==> config.mk <==
export PLATFORM = sky130hd
export DESIGN_NAME = ascon_stream_buf
export DESIGN_NICKNAME = d
export VERILOG_FILES = /design/src/rtl/ascon_buf_pkg.sv /design/src/rtl/ascon_byte_tx.sv /design/src/rtl/ascon_stream_buf.sv
export SDC_FILE = /design/constraint.sdc
export NUM_CORES = 2
export LEC_CHECK = 0
export ABC_AREA = 1
export CORE_AREA = 2 2 612 614
export DETAILED_ROUTE_END_ITERATION = 8
export DIE_AREA = 0 0 614 616
export RECOVER_POWER = 100
export REMOVE_ABC_BUFFERS = 1
export SYNTH_ARGS = -nofsm -noshare
export SYNTH_HDL_FRONTEND = slang
export SYNTH_SLANG_ARGS = --single-unit
export TNS_END_PERCENT = 1
==> constraint.sdc <==
create_clock -name clock_i -period 3.8 [get_ports clock_i]
set_input_delay 0.57 -clock clock_i [delete_from_list [all_inputs] [get_ports clock_i]]
set_output_delay 0.57 -clock clock_i [all_outputs]
set_load 0.03 [all_outputs]
==> src/rtl/ascon_buf_pkg.sv <==
// Shared state type, tag sizing and byte-count helper for the ASCON stream buffer.
package ascon_buf_pkg;

  typedef enum logic [2:0] {IDLE, LOAD, WAIT_HI, WAIT_LO, DONE} state_t;

  localparam int TAG_W     = 128;
  localparam int TAG_BYTES = 16;

  function automatic int total_bytes(input int count, input int block_w,
                                     input int byte_w, input bit with_tag);
    return count * (block_w / byte_w) + (with_tag ? TAG_BYTES : 0);
  endfunction

endpackage

==> src/rtl/ascon_byte_tx.sv <==
// One-byte LD/TxBusy handshake with uart_core; a new send in WAIT_LO chains
// straight into the next LOAD without passing through IDLE.
module ascon_byte_tx
  import ascon_buf_pkg::*;
#(
  parameter int BYTE_W = 8
) (
  input  logic              clock_i,
  input  logic              resetb_i,
  input  logic              init_i,
  input  logic [BYTE_W-1:0] byte_i,
  input  logic              send_i,
  input  logic              tx_busy_i,
  output logic [BYTE_W-1:0] tx_byte_o,
  output logic              tx_ld_o,
  output logic              byte_done_o
);

  state_t st;

  assign byte_done_o = (st == WAIT_LO) && !tx_busy_i;

  always_ff @(posedge clock_i or negedge resetb_i) begin
    if (!resetb_i) begin
      st        <= IDLE;
      tx_byte_o <= '0;
      tx_ld_o   <= 1'b0;
    end else if (init_i) begin
      st        <= IDLE;
      tx_byte_o <= '0;
      tx_ld_o   <= 1'b0;
    end else begin
      tx_ld_o <= 1'b0;
      case (st)
        IDLE: begin
          if (send_i) begin
            tx_byte_o <= byte_i;
            tx_ld_o   <= 1'b1;
            st        <= LOAD;
          end
        end
        LOAD: st <= WAIT_HI;
        WAIT_HI: begin
          if (tx_busy_i) st <= WAIT_LO;
        end
        WAIT_LO: begin
          if (!tx_busy_i) begin
            if (send_i) begin
              tx_byte_o <= byte_i;
              tx_ld_o   <= 1'b1;
              st        <= LOAD;
            end else begin
              st <= IDLE;
            end
          end
        end
        default: st <= IDLE;
      endcase
    end
  end

endmodule

==> src/rtl/ascon_stream_buf.sv <==
// Cipher word buffer with a flat parallel view and an autonomous byte streamer
// into uart_core. Optional tag append: define ASCON_BUF_TAG_APPEND_EN.
module ascon_stream_buf
  import ascon_buf_pkg::*;
#(
  parameter int NBLOCKS = 23,
  parameter int BLOCK_W = 64,
  parameter int BYTE_W  = 8
) (
  input  logic                         clock_i,
  input  logic                         resetb_i,
  input  logic                         init_i,
  input  logic                         wr_en_i,
  input  logic [BLOCK_W-1:0]           wr_data_i,
  input  logic                         start_tx_i,
`ifdef ASCON_BUF_TAG_APPEND_EN
  input  logic [TAG_W-1:0]             tag_i,
`endif
  input  logic                         tx_busy_i,
  output logic [BYTE_W-1:0]            tx_byte_o,
  output logic                         tx_ld_o,
  output logic [NBLOCKS*BLOCK_W-1:0]   wave_o,
  output logic [$clog2(NBLOCKS+1)-1:0] count_o,
  output logic                         full_o,
  output logic                         empty_o,
  output logic                         busy_o,
  output logic                         done_o,
  output logic                         overflow_o
);

  localparam int WAVE_W = NBLOCKS * BLOCK_W;
  localparam int BPW    = BLOCK_W / BYTE_W;
  localparam int NBYTES = NBLOCKS * BPW;
  localparam int CNT_W  = $clog2(NBLOCKS + 1);
`ifdef ASCON_BUF_TAG_APPEND_EN
  localparam bit WITH_TAG = 1'b1;
`else
  localparam bit WITH_TAG = 1'b0;
`endif
  localparam int MAX_BYTES = NBYTES + (WITH_TAG ? TAG_BYTES : 0);
  localparam int PTR_W     = (MAX_BYTES > 1) ? $clog2(MAX_BYTES) : 1;

  logic [BLOCK_W-1:0] mem [NBLOCKS];
  state_t             st;
  logic [PTR_W-1:0]   ptr;
  logic [PTR_W-1:0]   nptr;
  logic [BYTE_W-1:0]  next_byte;
  logic               send;
  logic               byte_done;
  logic               last;
  int                 total;
`ifdef ASCON_BUF_TAG_APPEND_EN
  logic [TAG_W-1:0]   tag_q;
`endif

  // Byte p of the stream is byte p of wave_o counted from the MSB end.
  function automatic logic [BYTE_W-1:0] data_byte(input logic [WAVE_W-1:0] w, input int p);
    logic [WAVE_W-1:0] s;
    s = w >> ((NBYTES - 1 - p) * BYTE_W);
    return s[BYTE_W-1:0];
  endfunction

`ifdef ASCON_BUF_TAG_APPEND_EN
  function automatic logic [BYTE_W-1:0] tag_byte(input logic [TAG_W-1:0] t, input int k);
    logic [TAG_W-1:0] s;
    s = t >> ((TAG_BYTES - 1 - k) * BYTE_W);
    return s[BYTE_W-1:0];
  endfunction
`endif

  for (genvar i = 0; i < NBLOCKS; i++) begin : g_wave
    assign wave_o[(NBLOCKS-i)*BLOCK_W-1 -: BLOCK_W] = mem[i];
  end

  assign full_o  = (count_o == CNT_W'(NBLOCKS));
  assign empty_o = (count_o == '0);
  assign total   = total_bytes(int'(count_o), BLOCK_W, BYTE_W, WITH_TAG);
  assign last    = (int'(ptr) == total - 1);

  // The sender latches next_byte when send fires, so the mux looks one byte ahead.
  always_comb begin
    nptr      = (st == IDLE) ? '0 : ptr + PTR_W'(1);
    next_byte = data_byte(wave_o, int'(nptr));
`ifdef ASCON_BUF_TAG_APPEND_EN
    if (int'(nptr) >= int'(count_o) * BPW)
      next_byte = tag_byte((st == IDLE) ? tag_i : tag_q, int'(nptr) - int'(count_o) * BPW);
`endif
    send = 1'b0;
    if (st == IDLE)      send = start_tx_i && (total > 0);
    else if (st == LOAD) send = byte_done && !last;
  end

  // LOAD here spans the whole per-byte handshake run by ascon_byte_tx.
  always_ff @(posedge clock_i or negedge resetb_i) begin
    if (!resetb_i) begin
      for (int i = 0; i < NBLOCKS; i++) mem[i] <= '0;
      count_o    <= '0;
      st         <= IDLE;
      ptr        <= '0;
      busy_o     <= 1'b0;
      done_o     <= 1'b0;
      overflow_o <= 1'b0;
`ifdef ASCON_BUF_TAG_APPEND_EN
      tag_q      <= '0;
`endif
    end else if (init_i) begin
      for (int i = 0; i < NBLOCKS; i++) mem[i] <= '0;
      count_o    <= '0;
      st         <= IDLE;
      ptr        <= '0;
      busy_o     <= 1'b0;
      done_o     <= 1'b0;
      overflow_o <= 1'b0;
    end else begin
      done_o <= 1'b0;
      if (wr_en_i) begin
        if (st == IDLE && !full_o) begin
          for (int i = 0; i < NBLOCKS; i++)
            if (i == int'(count_o)) mem[i] <= wr_data_i;
          count_o <= count_o + CNT_W'(1);
        end else begin
          overflow_o <= 1'b1;
        end
      end
      case (st)
        IDLE: begin
          if (start_tx_i) begin
            busy_o <= 1'b1;
            ptr    <= '0;
            st     <= (total > 0) ? LOAD : DONE;
`ifdef ASCON_BUF_TAG_APPEND_EN
            tag_q  <= tag_i;
`endif
          end
        end
        LOAD: begin
          if (byte_done) begin
            if (last) st  <= DONE;
            else      ptr <= nptr;
          end
        end
        DONE: begin
          done_o <= 1'b1;
          busy_o <= 1'b0;
          st     <= IDLE;
        end
        default: st <= IDLE;
      endcase
    end
  end

  ascon_byte_tx #(.BYTE_W(BYTE_W)) u_tx (
    .clock_i     (clock_i),
    .resetb_i    (resetb_i),
    .init_i      (init_i),
    .byte_i      (next_byte),
    .send_i      (send),
    .tx_busy_i   (tx_busy_i),
    .tx_byte_o   (tx_byte_o),
    .tx_ld_o     (tx_ld_o),
    .byte_done_o (byte_done)
  );

endmodule

==> reports/results.tsv <==
metric	value	unit
status	finished, violations left	
violations	max-capacitance violations, max-slew violations	
ir_worst_vdd	0.562	mV
cp.required	4560	ps
start_util	19.6	%
skew	46.0	ps
comb_power_share	43.3	%
powerDensity	659	nW/µm²
ys_seq_area_share	51.6	%
die_h	616	µm
synth.most_common_cell	nand2_1	
dieWidth	614	µm
synth.top_cell.area_share	51.6	%
avgSynthCellArea	7.61	µm²
drt-pass1-iter-count	6	
viasPerCell	4.68	
synthCells	9564	
internal-power	0.0366	W
io_pins	1561	
crit_arrival	4370	ps
leakage	48.4	nW
gp_congestion	0.923	
fin_nets	11000	
hold_path_class	input port to flop	
maxSlewViolCount	484	
clkSinkCount	1501	
worstSetupPathType	flop to flop	
antenna_found_initial	54	
relSlewSlack	-46.0	%
tightest_slew	2190	ps
routed_wl	449	mm
io_buffer_count	1560	
synth_area_leaders	dfrtp_1, nand2_1, o21ai_0	
rows	224	
ys_warn_count	0	
numCtsBuffers	185	
synth_ff_type	dfrtp_1	
drc	0	
drive_above_1_share	6.29	%
cp-start-kind	flop	
grt_usage	22.9	%
synth-seq-cells	1501	
finalSetupViolCount	0	
vias	74900	
first_global_vias	69600	
cts_max_path_buffers	4	
overflow	0	
power_frac_seq	28.5	%
die_area	378000	µm²
clock_latency	890	ps
drt_iter0_markers	9058	
clk_pin_slew	60	ps
ant_nets	0	
netlist_area	72700	µm²
clockPowerShare	28.1	%
wl_per_cell	28.1	µm
period_share	95.0	%
grt_max_degree	105	
place_ws	146	ps
syn2layout_area_growth	38.4	%
hpwl	330	mm
synth_common_cells	nand2_1, dfrtp_1, o21ai_0, nand3_1, inv_1	
h-tree-depth	4	
p_sw_share	44.8	%
hold_viol	0	
design.core.area	371000	µm²
fin_setup_tns	0	ps
yosys.area.top_type	dfrtp_1	
max_freq	277	MHz
period_needed	3610	ps
worst_slack	190	ps
drv_cap	7	
cts_tree	built	
grt_pass1_wl	603	mm
cts_root_buf	clkbuf_16	
switching_power	0.0297	W
synth-edff-count	0	
synth.distinct_cells	42	
path_max_fanout	38	
rsz0062_at_grt	no	
critPathCaptureType	flop	
ys_async_sr_fraction	100	%
[cells in the final DEF, fill, tap and decap left out, types with 7 or more instances in the layout]
master,netlist,final
o211ai_1,75,75
bufinv_16,0,14
clkbuf_1,269,62
nor2_4,3,10
nor2_1,357,354
dlygate4sd3_1,0,1490
clkdlybuf4s50_1,0,67
buf_4,41,170
o21ai_1,192,27
dfrtp_1,1501,1500
clkbuf_2,0,27
buf_12,0,59
nor3_1,9,9
clkbuf_16,0,189
clkbuf_8,0,42
inv_1,1058,1060
or2_2,52,52
clkinv_2,0,29
inv_6,0,7
nand3_1,1158,1157
clkbuf_4,0,27
nand2_2,6,13
a21oi_1,33,28
o21ai_0,1404,1567
o21bai_1,12,12
diode_2,0,10
nand2_1,2907,2896
ha_1,11,10
[worst max-delay path, cell delays in order, from the launching register on]
cell,delay (ps)
dfrtp_1,550
inv_1,210
nand2_8,210
clkbuf_4,730
nand3_1,360
nand3_1,180
nand3_1,160
nand3_1,130
nand2_1,80
nand2_1,80
nand2_1,60
nand2_1,60
nand2_1,180
nand2_1,210
nand3_1,100
nand2_1,60
nand2_1,50
[cell type report]
type / count / area, µm²
fill: 40300 / 271000
clock buffer: 269 / 5450
multi-input combinational: 6265 / 28100
clock inverter: 59 / 763
tap: 4972 / 6220
antenna: 10 / 25.0
sequential: 1501 / 37600
inverter: 1072 / 4050
timing repair buffer: 1872 / 18500
[power groups by stage]
stage / Clock [W] / Combinational, W / Sequential [W]
finish: 0.0187 / 0.0287 / 0.0189
global route: 0.0196 / 0.0310 / 0.0191
CTS: 0.0190 / 0.0293 / 0.0189
detailed placement: 0 / 0.0292 / 0.0192
global placement: 0 / 0.0292 / 0.0192
floorplan: 0 / 0.00994 / 0.0215
[registers in the layout (all words and copies together) (netlist names)]
register / flops
wave_o: 1472
ptr: 8
u_tx.tx_byte_o: 8
count_o: 5
st: 2
u_tx.st: 2
busy_o: 1
done_o: 1
overflow_o: 1
u_tx.tx_ld_o: 1
[metrics by stage]
stage | cells | instance area [µm²] | utilization (%) | hold slack [ps] | total power, W
detailed placement | 15700 | 95100 | 25.6 | 474 | 0.0484
CTS | 16000 | 101000 | 27.3 | 283 | 0.0673
global placement | 15700 | 95100 | 25.6 | 474 | 0.0484
floorplan | 8838 | 69400 | - | 274 | 0.0315
global route | 16000 | 101000 | 27.1 | 318 | 0.0697
finish | 16000 | 101000 | 27.1 | 350 | 0.0663
[final timing paths]
| kind | startpoint | end | slack (ps) | cells past startpoint |
|---|---|---|---|---|
| worst max-delay path | st[2] | u_tx.tx_byte_o[0] | 190 | 16 |
| worst min-delay path | init_i | wave_o[503] | 350 | 4 |
| worst max register to register | st[2] | u_tx.tx_byte_o[0] | 190 | 16 |
| worst min register to register | u_tx.tx_byte_o[6] | u_tx.tx_byte_o[6] | 480 | 2 |
| max in group asynchronous | resetb_i | wave_o[1397] | 380 | 3 |
| min in group asynchronous | resetb_i | wave_o[268] | 870 | 2 |
[metal layers]
layer / wire length, µm / part of all wire [%] / up-vias / GRT usage [%]
met1: 184000 / 41 / 36600 / 30.0
met3: 42400 / 9.4 / 932 / 5.59
li1: - / - / 33000 / -
met2: 194000 / 43 / 4325 / 34.7
met5: 64 / 0.014 / - / 0
met4: 29200 / 6.5 / 10 / 11.7
[kinds of logic after synthesis]
logic type                 synth area share, %
AOI/OAI and AO/OA                         12.3
and+or+nand+nor                           25.7
muxes                                   0.0155
adders and majority gates                0.189
DFF                                       51.6
xor gates and xnor gates                0.0241
buffers and inverters                     10.2
[what timing repair did]
action	CTS	global route
hold buffers	1	0
gates resized for setup	3	2
endpoints found under the setup margin	1	4
endpoints found under the hold margin	58	0
setup buffers	0	0
No activity file was read; power rests on OpenSTA's default activity.
